**config.mk**
```make
export PLATFORM = sky130hd
export DESIGN_NAME = nibble_seq_adder_flat
export DESIGN_NICKNAME = d
export VERILOG_FILES = /design/src/rtl/nibble_seq_adder_pkg.sv /design/src/rtl/nibble_seq_adder_if.sv /design/src/rtl/nibble_seq_adder_add4.sv /design/src/rtl/nibble_seq_adder.sv /design/src/flat_wrapper.sv
export SDC_FILE = /design/constraint.sdc
export NUM_CORES = 1
export LEC_CHECK = 0
export CAP_MARGIN = 30
export CORE_MARGIN = 4
export CORE_UTILIZATION = 50
export DETAILED_ROUTE_END_ITERATION = 8
export GPL_TIMING_DRIVEN = 0
export PLACE_DENSITY_LB_ADDON = 0.3
export SLEW_MARGIN = 20
export SYNTH_ARGS = -nofsm -noshare
export SYNTH_HDL_FRONTEND = slang
export SYNTH_HIERARCHICAL = 1
export SYNTH_SLANG_ARGS = --single-unit
```
**constraint.sdc**
```tcl
create_clock -name clk -period 3.8 [get_ports clk]
set_input_delay 1.14 -clock clk [delete_from_list [all_inputs] [get_ports clk]]
set_output_delay 1.14 -clock clk [all_outputs]
set_load 0.05 [all_outputs]
```
**src/rtl/nibble_seq_adder_pkg.sv**
```systemverilog
// Shared constants for the nibble-serial adder: slice width and FSM state encoding.
package nibble_seq_adder_pkg;

    localparam int NIB_W = 4;

    typedef enum logic [1:0] {
        S_IDLE = 2'd0,
        S_RUN  = 2'd1,
        S_DONE = 2'd2
    } state_e;

endpackage

```
**src/rtl/nibble_seq_adder_if.sv**
```systemverilog
// Request/result bundle between one requester (master) and the nibble-serial adder (slave).
interface nibble_seq_adder_if #(
    parameter int NIBBLES = 4
);
    localparam int W = 4 * NIBBLES;

    logic         start;
    logic         sub;
    logic [W-1:0] a;
    logic [W-1:0] b;
    logic         ci;
    logic         busy;
    logic         done;
    logic [W-1:0] sum;
    logic         co;
    logic         ov;

    modport master (
        output start, sub, a, b, ci,
        input  busy, done, sum, co, ov
    );

    modport slave (
        input  start, sub, a, b, ci,
        output busy, done, sum, co, ov
    );

endinterface

```
**src/rtl/nibble_seq_adder_add4.sv**
```systemverilog
// Purely combinational 4-bit ripple-carry slice, reused once per nibble by the sequencer.
module add4 (
    input  logic [3:0] a_i,
    input  logic [3:0] b_i,
    input  logic       ci_i,
    output logic [3:0] s_o,
    output logic       co_o
);

    assign {co_o, s_o} = {1'b0, a_i} + {1'b0, b_i} + {4'b0000, ci_i};

endmodule

```
**src/rtl/nibble_seq_adder.sv**
```systemverilog
// Wide add/subtract built from one add4 slice stepped LS nibble first, carry held between steps.
module nibble_seq_adder
    import nibble_seq_adder_pkg::*;
#(
    parameter int NIBBLES = 4
) (
    input  logic              clk,
    input  logic              rst,
    nibble_seq_adder_if.slave bus
);

    localparam int                W        = NIB_W * NIBBLES;
    localparam int                IDX_W    = $clog2(NIBBLES + 1);
    localparam logic [IDX_W-1:0] LAST_IDX = IDX_W'(NIBBLES - 1);

    state_e           state_q, state_d;
    logic [IDX_W-1:0] idx_q, idx_d;
    logic [W-1:0]     opa_q, opa_d;
    logic [W-1:0]     opb_q, opb_d;
    logic [W-1:0]     sum_q, sum_d;
    logic             carry_q, carry_d;
    logic             co_q, co_d;
    logic             ov_q, ov_d;

    logic [NIB_W-1:0] slice_a, slice_b, slice_s;
    logic             slice_co;

    always_comb begin
        slice_a = opa_q[NIB_W*int'(idx_q) +: NIB_W];
        slice_b = opb_q[NIB_W*int'(idx_q) +: NIB_W];
    end

    add4 u_add4 (
        .a_i  (slice_a),
        .b_i  (slice_b),
        .ci_i (carry_q),
        .s_o  (slice_s),
        .co_o (slice_co)
    );

    always_comb begin
        // NOTE: every next-state signal gets a hold default first, so no path through the case infers a latch.
        state_d = state_q;
        idx_d   = idx_q;
        opa_d   = opa_q;
        opb_d   = opb_q;
        sum_d   = sum_q;
        carry_d = carry_q;
        co_d    = co_q;
        ov_d    = ov_q;

        case (state_q)
            S_IDLE: begin
                if (bus.start) begin
                    // Subtraction is a + ~b + 1, so the inverted B and forced carry are latched here.
                    opa_d   = bus.a;
                    opb_d   = bus.sub ? ~bus.b : bus.b;
                    carry_d = bus.sub | bus.ci;
                    sum_d   = '0;
                    idx_d   = '0;
                    state_d = S_RUN;
                end
            end
            S_RUN: begin
                sum_d[NIB_W*int'(idx_q) +: NIB_W] = slice_s;
                carry_d = slice_co;
                idx_d   = idx_q + IDX_W'(1);
                if (idx_q == LAST_IDX) begin
                    co_d    = slice_co;
                    ov_d    = (opa_q[W-1] ~^ opb_q[W-1]) & (slice_s[NIB_W-1] ^ opa_q[W-1]);
                    idx_d   = '0;
                    state_d = S_DONE;
                end
            end
            S_DONE: state_d = S_IDLE;
            default: state_d = S_IDLE;
        endcase
    end

    always_ff @(posedge clk) begin
        // NOTE: sequential state uses non-blocking assignments so every register samples pre-edge values.
        if (rst) begin
            state_q <= S_IDLE;
            idx_q   <= '0;
            opa_q   <= '0;
            opb_q   <= '0;
            sum_q   <= '0;
            carry_q <= 1'b0;
            co_q    <= 1'b0;
            ov_q    <= 1'b0;
        end else begin
            state_q <= state_d;
            idx_q   <= idx_d;
            opa_q   <= opa_d;
            opb_q   <= opb_d;
            sum_q   <= sum_d;
            carry_q <= carry_d;
            co_q    <= co_d;
            ov_q    <= ov_d;
        end
    end

    assign bus.busy = (state_q != S_IDLE);
    assign bus.done = (state_q == S_DONE);
    assign bus.sum  = sum_q;
    assign bus.co   = co_q;
    assign bus.ov   = ov_q;

endmodule

```
**src/flat_wrapper.sv**
```systemverilog
// flat-port wrapper written by rule: the top's interface ports become plain ports
module nibble_seq_adder_flat import nibble_seq_adder_pkg::*;
#(
    parameter int NIBBLES = 4
)
  (clk, rst, bus_start, bus_sub, bus_a, bus_b, bus_ci, bus_busy, bus_done, bus_sum, bus_co, bus_ov);
  nibble_seq_adder_if #(.NIBBLES(NIBBLES)) bus_i ();
  input  logic clk;
  input  logic rst;
  input wire logic [$bits(bus_i.start)-1:0] bus_start;
  input wire logic [$bits(bus_i.sub)-1:0] bus_sub;
  input wire logic [$bits(bus_i.a)-1:0] bus_a;
  input wire logic [$bits(bus_i.b)-1:0] bus_b;
  input wire logic [$bits(bus_i.ci)-1:0] bus_ci;
  output wire logic [$bits(bus_i.busy)-1:0] bus_busy;
  output wire logic [$bits(bus_i.done)-1:0] bus_done;
  output wire logic [$bits(bus_i.sum)-1:0] bus_sum;
  output wire logic [$bits(bus_i.co)-1:0] bus_co;
  output wire logic [$bits(bus_i.ov)-1:0] bus_ov;
  assign bus_i.start = bus_start;
  assign bus_i.sub = bus_sub;
  assign bus_i.a = bus_a;
  assign bus_i.b = bus_b;
  assign bus_i.ci = bus_ci;
  assign bus_busy = bus_i.busy;
  assign bus_done = bus_i.done;
  assign bus_sum = bus_i.sum;
  assign bus_co = bus_i.co;
  assign bus_ov = bus_i.ov;
  nibble_seq_adder #(.NIBBLES(NIBBLES)) u_core (.clk(clk), .rst(rst), .bus(bus_i));
endmodule
```
==> results of run 1 <==
metal layers:
layer  up-vias  share of wire (%)  global-route usage [%]
met5         -                  0                       0
li1       1151                  -                       -
met1      1052                 44                    23.1
met4         0                1.3                    7.31
met2        45                 51                    34.5
met3         7                3.9                    3.47
worst register-to-register path: stages (launching register included):
cell      delay, ns
dfxtp_1        0.44
buf_1          0.49
mux4_2         0.39
and2_1         0.19
fa_1           0.45
a21o_1         0.21
a21oi_2        0.16
xnor2_1        0.34
a21oi_1        0.14
a211oi_1       0.25
metrics by stage:
stage	cells	utilization, %	cell area, um^2
global route	425	66.8	3480
global placement	417	65.0	3390
finish	425	66.8	3480
detailed placement	417	65.0	3390
floorplan	292	-	2750
CTS	425	66.8	3480
power breakdown:
| group | total, mW | internal, mW | switching, mW |
|---|---|---|---|
| registers | 0.634 | 0.616 | 0.0185 |
| logic | 0.246 | 0.118 | 0.128 |
| clock network | 0.331 | 0.146 | 0.185 |
path summary, 6_finish.rpt:
path	slack (ns)	from	cells after the start	endpoint
worst max-delay path	0.69	u_core/idx_q[1]	9	u_core/bus.ov
worst min-delay path	0.46	u_core/opa_q[10]	2	u_core/opa_q[10]
worst min register to register	0.46	u_core/opa_q[10]	2	u_core/opa_q[10]
worst max register to register	0.69	u_core/idx_q[1]	9	u_core/bus.ov
cell families (layout without fill, tap and decap cells):
family                     count (synthesis)  after routing  synth area share [%]
adders and majority gates                 10             10                  5.10
AOI/OAI and AO/OA                         66             66                  16.5
DFF                                       56             56                  40.8
and+or+nand+nor                          103            103                  20.2
xor gates and xnor gates                  18             18                  5.74
muxes                                      8              8                  6.69
buffers and inverters                     31             94                  4.96
cell type report:
| cell class | instances | area, um^2 | share of cell area, % |
|---|---|---|---|
| Tap cell | 70 | 87.6 | 2.52 |
| Timing Repair Buffer | 55 | 551 | 15.8 |
| Multi-Input combinational cell | 205 | 1490 | 42.8 |
| Clock buffer | 6 | 82.6 | 2.37 |
| Inverter | 11 | 41.3 | 1.19 |
| Sequential cell | 56 | 1120 | 32.2 |
| Clock inverter | 2 | 10.0 | 0.288 |
| Buffer | 20 | 95.1 | 2.73 |
layout by cell type, fill, tap and decap left out, drive strengths merged, types with 10 or more instances in the layout:
master         instances
a211oi                17
a21oi                 25
buf                   10
clkbuf                16
clkdlybuf4s50         55
dfxtp                 56
inv                   11
nand2                 39
nor2                  22
xnor2                 18
registers in the layout, summed over array words and instances, names as in the netlist:
register and flops:
u_core/idx_q 3, u_core/bus.ov 1, u_core/carry_q 1, u_core/state_q 2, u_core/bus.co 1, u_core/opb_q 16, u_core/opa_q 16, u_core/bus.sum 16
==> flow_summary_export.csv, run 1 <==
group,metric,value,unit
yosys,yosys-top-cells-area,"dfxtp_1 41%, mux4_2 5.7%, xnor2_1 5.7%, nand2_1 5.3%, a211oi_1 4.6%",
sta,clock_skew,0.00799,ns
clock_tree,clk_pin_slew_worst_paths,0.10,ns
clock_tree,insertion_delay,0.31,ns
critical_path,path_buf_inv,1,
sta,fmax,0.321,GHz
clock_tree,clock-root-buffer,"clkbuf_8",
layout,drive_gt1_share,9.30,%
drt,firstDrtPassIters,4,
layout,finalNetCount,401,
clock_tree,cts.htree.levels,2,
yosys,syn_nets,339,
sta,worst_slew_margin_rel,54.9,%
grt,grt_max_degree,17,
grt,grt_pass1_wl,9980,um
yosys,syn-cell-area,2750,um^2
floorplanning,design.portCount,57,
grt,grtUsageTotal,19.3,%
pwr,powerDensity,348,nW/um^2
floorplanning,die_height,82.1,um
floorplanning,start_util,52.8,%
sta,finalCriticalPeriod,3.11,ns
grt,globalRouteOverflowTotal,0,
yosys,yosys_register_bits,56,
placed_design,dp_slack,0.696,ns
layout,num_antenna_cells,0,
sta,slew_violations,0,
grt,grt_pass1_vias,2182,
sta,setup_viol,0,
placed_design,dpl.hpwl,4670,um
floorplanning,dieArea,6750,um^2
yosys,synth_top_area_share,40.8,%
pwr,total_power,1.21,mW
drt,ant_nets,0,
clock_tree,clk_path_buf_depth,2,
yosys,postSynthCellCount,292,
yosys,yosysMostFrequentCell,"dfxtp_1",
run_status,status,"finished clean",
sta,worst_slack,0.690,ns
floorplanning,coreArea,5200,um^2
clock_tree,numCtsBuffers,5,
sta,hold_ws,0.459,ns
pwr,ir_drop,0.261,mV
clock_tree,cts_resized,0,
drt,via_per_inst,5.31,
placed_design,port_buffers,55,
sta,tightestPinTransition,0.672,ns
yosys,yosys_warnings,6,
yosys,ys_types,43,
clock_tree,cts_tree,"done",
sta,tns,0,ns
drt,drcViolationCount,0,
yosys,synth_edf_count,0,
clock_tree,ctsHoldBuffers,0,
clock_tree,clock_sinks,56,
drt,wl_per_cell,13.9,um
job,drv_cap,0,
critical_path,cp_top_family,"compound AO/OA/AOI/OAI gates",
placed_design,gp_routability_congestion,0.846,
yosys,yosysTopAreaCell,"dfxtp_1",
drt,totalWireLength,5910,um
grt,antenna_found_initial,0,
critical_path,crit_fanout,10,
sta,hold_viol,0,
yosys,synth-main-ff-cell,"dfxtp_1",
drt,first_iter_violations,106,
yosys,synth-async-reset-ratio,0,%
yosys,synth_area_per_cell,9.41,um^2
critical_path,path_cells,"buf_1 > mux4_2 > and2_1 > fa_1 > a21o_1 > a21oi_2 > xnor2_1 > a21oi_1 > a211oi_1",
sta,rsz0062_at_grt,"false",
layout,fillCellCount,440,
critical_path,end_kind,"register",
yosys,seq_area_frac_synth,40.8,%
clock_tree,post-cts-setup-buffers,0,
pwr,leakagePower,1.24,nW
floorplanning,rows,26,
drt,vias,2255,
critical_path,cp-start-kind,"register",
yosys,netlist_top_cells_count,"56 x dfxtp_1, 39 x nand2_1, 24 x a21oi_1, 22 x nor2_1, 18 x xnor2_1",
critical_path,worstPathArrival,3.35,ns
critical_path,critPathRequiredTime,4.04,ns
critical_path,worstSetupPathType,"register to register",
critical_path,cpPeakStageDelay,0.49,ns
critical_path,slowest_stage,"buf_1",
hold_path,hp-class,"register to register",
sta,final.period_utilization,81.9,%
floorplanning,die_x,82.1,um
layout,syn_to_final_growth,26.6,%
(Power assumes the default switching activity.)
==> inputs of run 2 (changes only) <==
Settings changed: CORE_UTILIZATION 50 to 46.
Clock period 3.8 ns to 2.8 ns, I/O delays scaled along.
==> run 2 against run 1 <==
  * Critical path depth unchanged
  * Total power increased by 59%
  * Utilization is 3.1 points lower
  * Register-to-register slack lost 0.52 ns
  * Clock power increased by 110%
  * Fmax rose by 18%
  * Sequential power is 35% higher
  * Critical path type unchanged
  * Critical endpoint unchanged
  * Highest routed layer unchanged
==> flow_summary_export.csv, run 2 (synthesis results as in run 1) <==
group,metric,value,unit
hold_path,min_path_cells,2,
floorplanning,die_x,85.3,um
grt,grt_max_degree,18,
hold_path,hp-class,"register to register",
floorplanning,die_height,85.3,um
pwr,ir_drop,0.256,mV
sta,worst_slack,0.167,ns
sta,worst_slew_margin_rel,62.6,%
sta,clock_skew,0.00972,ns
critical_path,end_kind,"register",
clock_tree,insertion_delay,0.32,ns
floorplanning,coreArea,5640,um^2
run_status,status,"finished clean",
placed_design,dp_slack,-0.342,ns
clock_tree,cts_tree,"done",
placed_design,port_buffers,55,
grt,globalRouteOverflowTotal,0,
sta,hold_viol,0,
critical_path,critPathRequiredTime,3.04,ns
drt,wl_per_cell,15.1,um
floorplanning,design.portCount,57,
layout,drive_gt1_share,10.7,%
clock_tree,clock-root-buffer,"clkbuf_8",
layout,num_antenna_cells,0,
placed_design,place_area,3390,um^2
grt,grt_pass1_wl,10400,um
clock_tree,cts.htree.levels,2,
layout,fillCellCount,469,
critical_path,worstSetupPathType,"register to register",
grt,grtUsageTotal,18.0,%
grt,grt_pass1_vias,2207,
hold_path,hp-start,"u_core/opa_q[4]",
layout,final_common_cell,"dfxtp_1",
layout,most-common-layout-cells,"54 x dfxtp_1, 53 x clkdlybuf4s50_1, 39 x nand2_1",
critical_path,worstPathArrival,2.87,ns
sta,tns,0,ns
hold_path,hold_end,"u_core/opa_q[4]",
clock_tree,clk_pin_slew_worst_paths,0.10,ns
clock_tree,numCtsBuffers,5,
floorplanning,start_util,48.7,%
drt,drcViolationCount,0,
floorplanning,rows,27,
layout,final_area,3590,um^2
critical_path,crit_fanout,10,
floorplanning,dieArea,7270,um^2
sta,tightestPinTransition,0.560,ns
job,drv_cap,0,
sta,slew_violations,0,
clock_tree,clk_path_buf_depth,2,
drt,firstDrtPassIters,4,
layout,syn_to_final_growth,30.8,%
critical_path,r2r-end,"u_core/bus.ov",
critical_path,cp-start-kind,"register",
layout,fin_util,63.7,%
sta,rsz0062_at_grt,"false",
critical_path,timing.rr.start,"u_core/idx_q[0]",
clock_tree,clock_sinks,56,
drt,totalWireLength,6480,um
sta,fmax,0.380,GHz
pwr,total_power,1.92,mW
placed_design,gp_routability_congestion,0.908,
drt,ant_nets,0,
sta,final.period_utilization,94.0,%
critical_path,rrSetupSlack,0.17,ns
drt,first_iter_violations,115,
grt,antenna_found_initial,0,
pwr,leakagePower,1.31,nW
placed_design,dpl.hpwl,4780,um
drt,via_per_inst,5.40,
layout,finalNetCount,402,
sta,setup_viol,0,
drt,vias,2311,
sta,finalCriticalPeriod,2.63,ns
pwr,powerDensity,535,nW/um^2
critical_path,reg2reg_depth,9,
==> run 2: cell types whose count changed in the layout (fill, tap and decap cells not counted), moves of 2 or more <==
cell	delta
bufinv_16	+3
buf_4	+2
clkdlybuf4s50_1	-2
clkinv_2	-2
dfxtp_1	-2
==> run 2: layout make-up <==
type | count | area [um^2] | area share (%)
clock inverters | 3 | 90.1 | 2.51
flip-flops and latches | 56 | 1130 | 31.3
inverters | 11 | 41.3 | 1.15
multi-input cells | 205 | 1520 | 42.2
repair buffers | 56 | 559 | 15.6
clock buffers | 5 | 68.8 | 1.91
plain buffers | 20 | 103 | 2.85
well taps | 72 | 90.1 | 2.51
==> run 2: per-layer routing <==
| metal | global-route usage [%] | routed length, um | up-vias |
|---|---|---|---|
| li1 | - | - | 1153 |
| met1 | 22.5 | 2790 | 1087 |
| met2 | 30.8 | 3310 | 65 |
| met3 | 4.37 | 328 | 6 |
| met4 | 4.89 | 54 | 0 |
| met5 | 0 | 0 | - |
==> run 2: timing repair <==
action | CTS | global route
setup endpoints to repair | 16 | 5
resized for setup | 7 | 5
pin swaps | 1 | 0
hold buffers | 0 | 0
setup buffers | 0 | 1
cloned | 0 | 0
==> run 2: worst max-delay path, cell delays in order, from the launching register on <==
cell and delay [ns]:
dfxtp_4 0.36, buf_8 0.15, mux4_2 0.49, and2_1 0.20
fa_1 0.44, a21o_1 0.21, a21oi_4 0.18, xnor2_4 0.19
a21oi_1 0.10, a211oi_1 0.23
==> run 2: report_power, final <==
group | total, mW | switching, mW | internal (mW) | leakage, nW
Sequential | 0.859 | 0.0236 | 0.835 | 0.459
Combinational | 0.355 | 0.186 | 0.169 | 0.769
Clock | 0.711 | 0.264 | 0.447 | 0.0784
Total | 1.92 | 0.473 | 1.45 | 1.31
==> run 2: metrics by stage <==
stage	hold WS (ns)	std cells
5_1_grt	0.477	428
4_1_cts	0.460	427
3_3_place_gp	0.441	419
6_report	0.464	428
2_1_floorplan	0.432	292
3_5_place_dp	0.446	419
==> run 2: how the worst max path moves through the flow <==
stage	from	slack (ns)	end
CTS	u_core/idx_q[0]	0.02	u_core/bus.ov
global route	u_core/idx_q[0]	0.01	u_core/carry_q
global placement	u_core/idx_q[1]	-0.29	u_core/bus.ov
floorplan	u_core/idx_q[0]	0.14	u_core/bus.ov
detailed placement	u_core/idx_q[1]	-0.34	u_core/bus.ov
finish	u_core/idx_q[0]	0.17	u_core/bus.ov
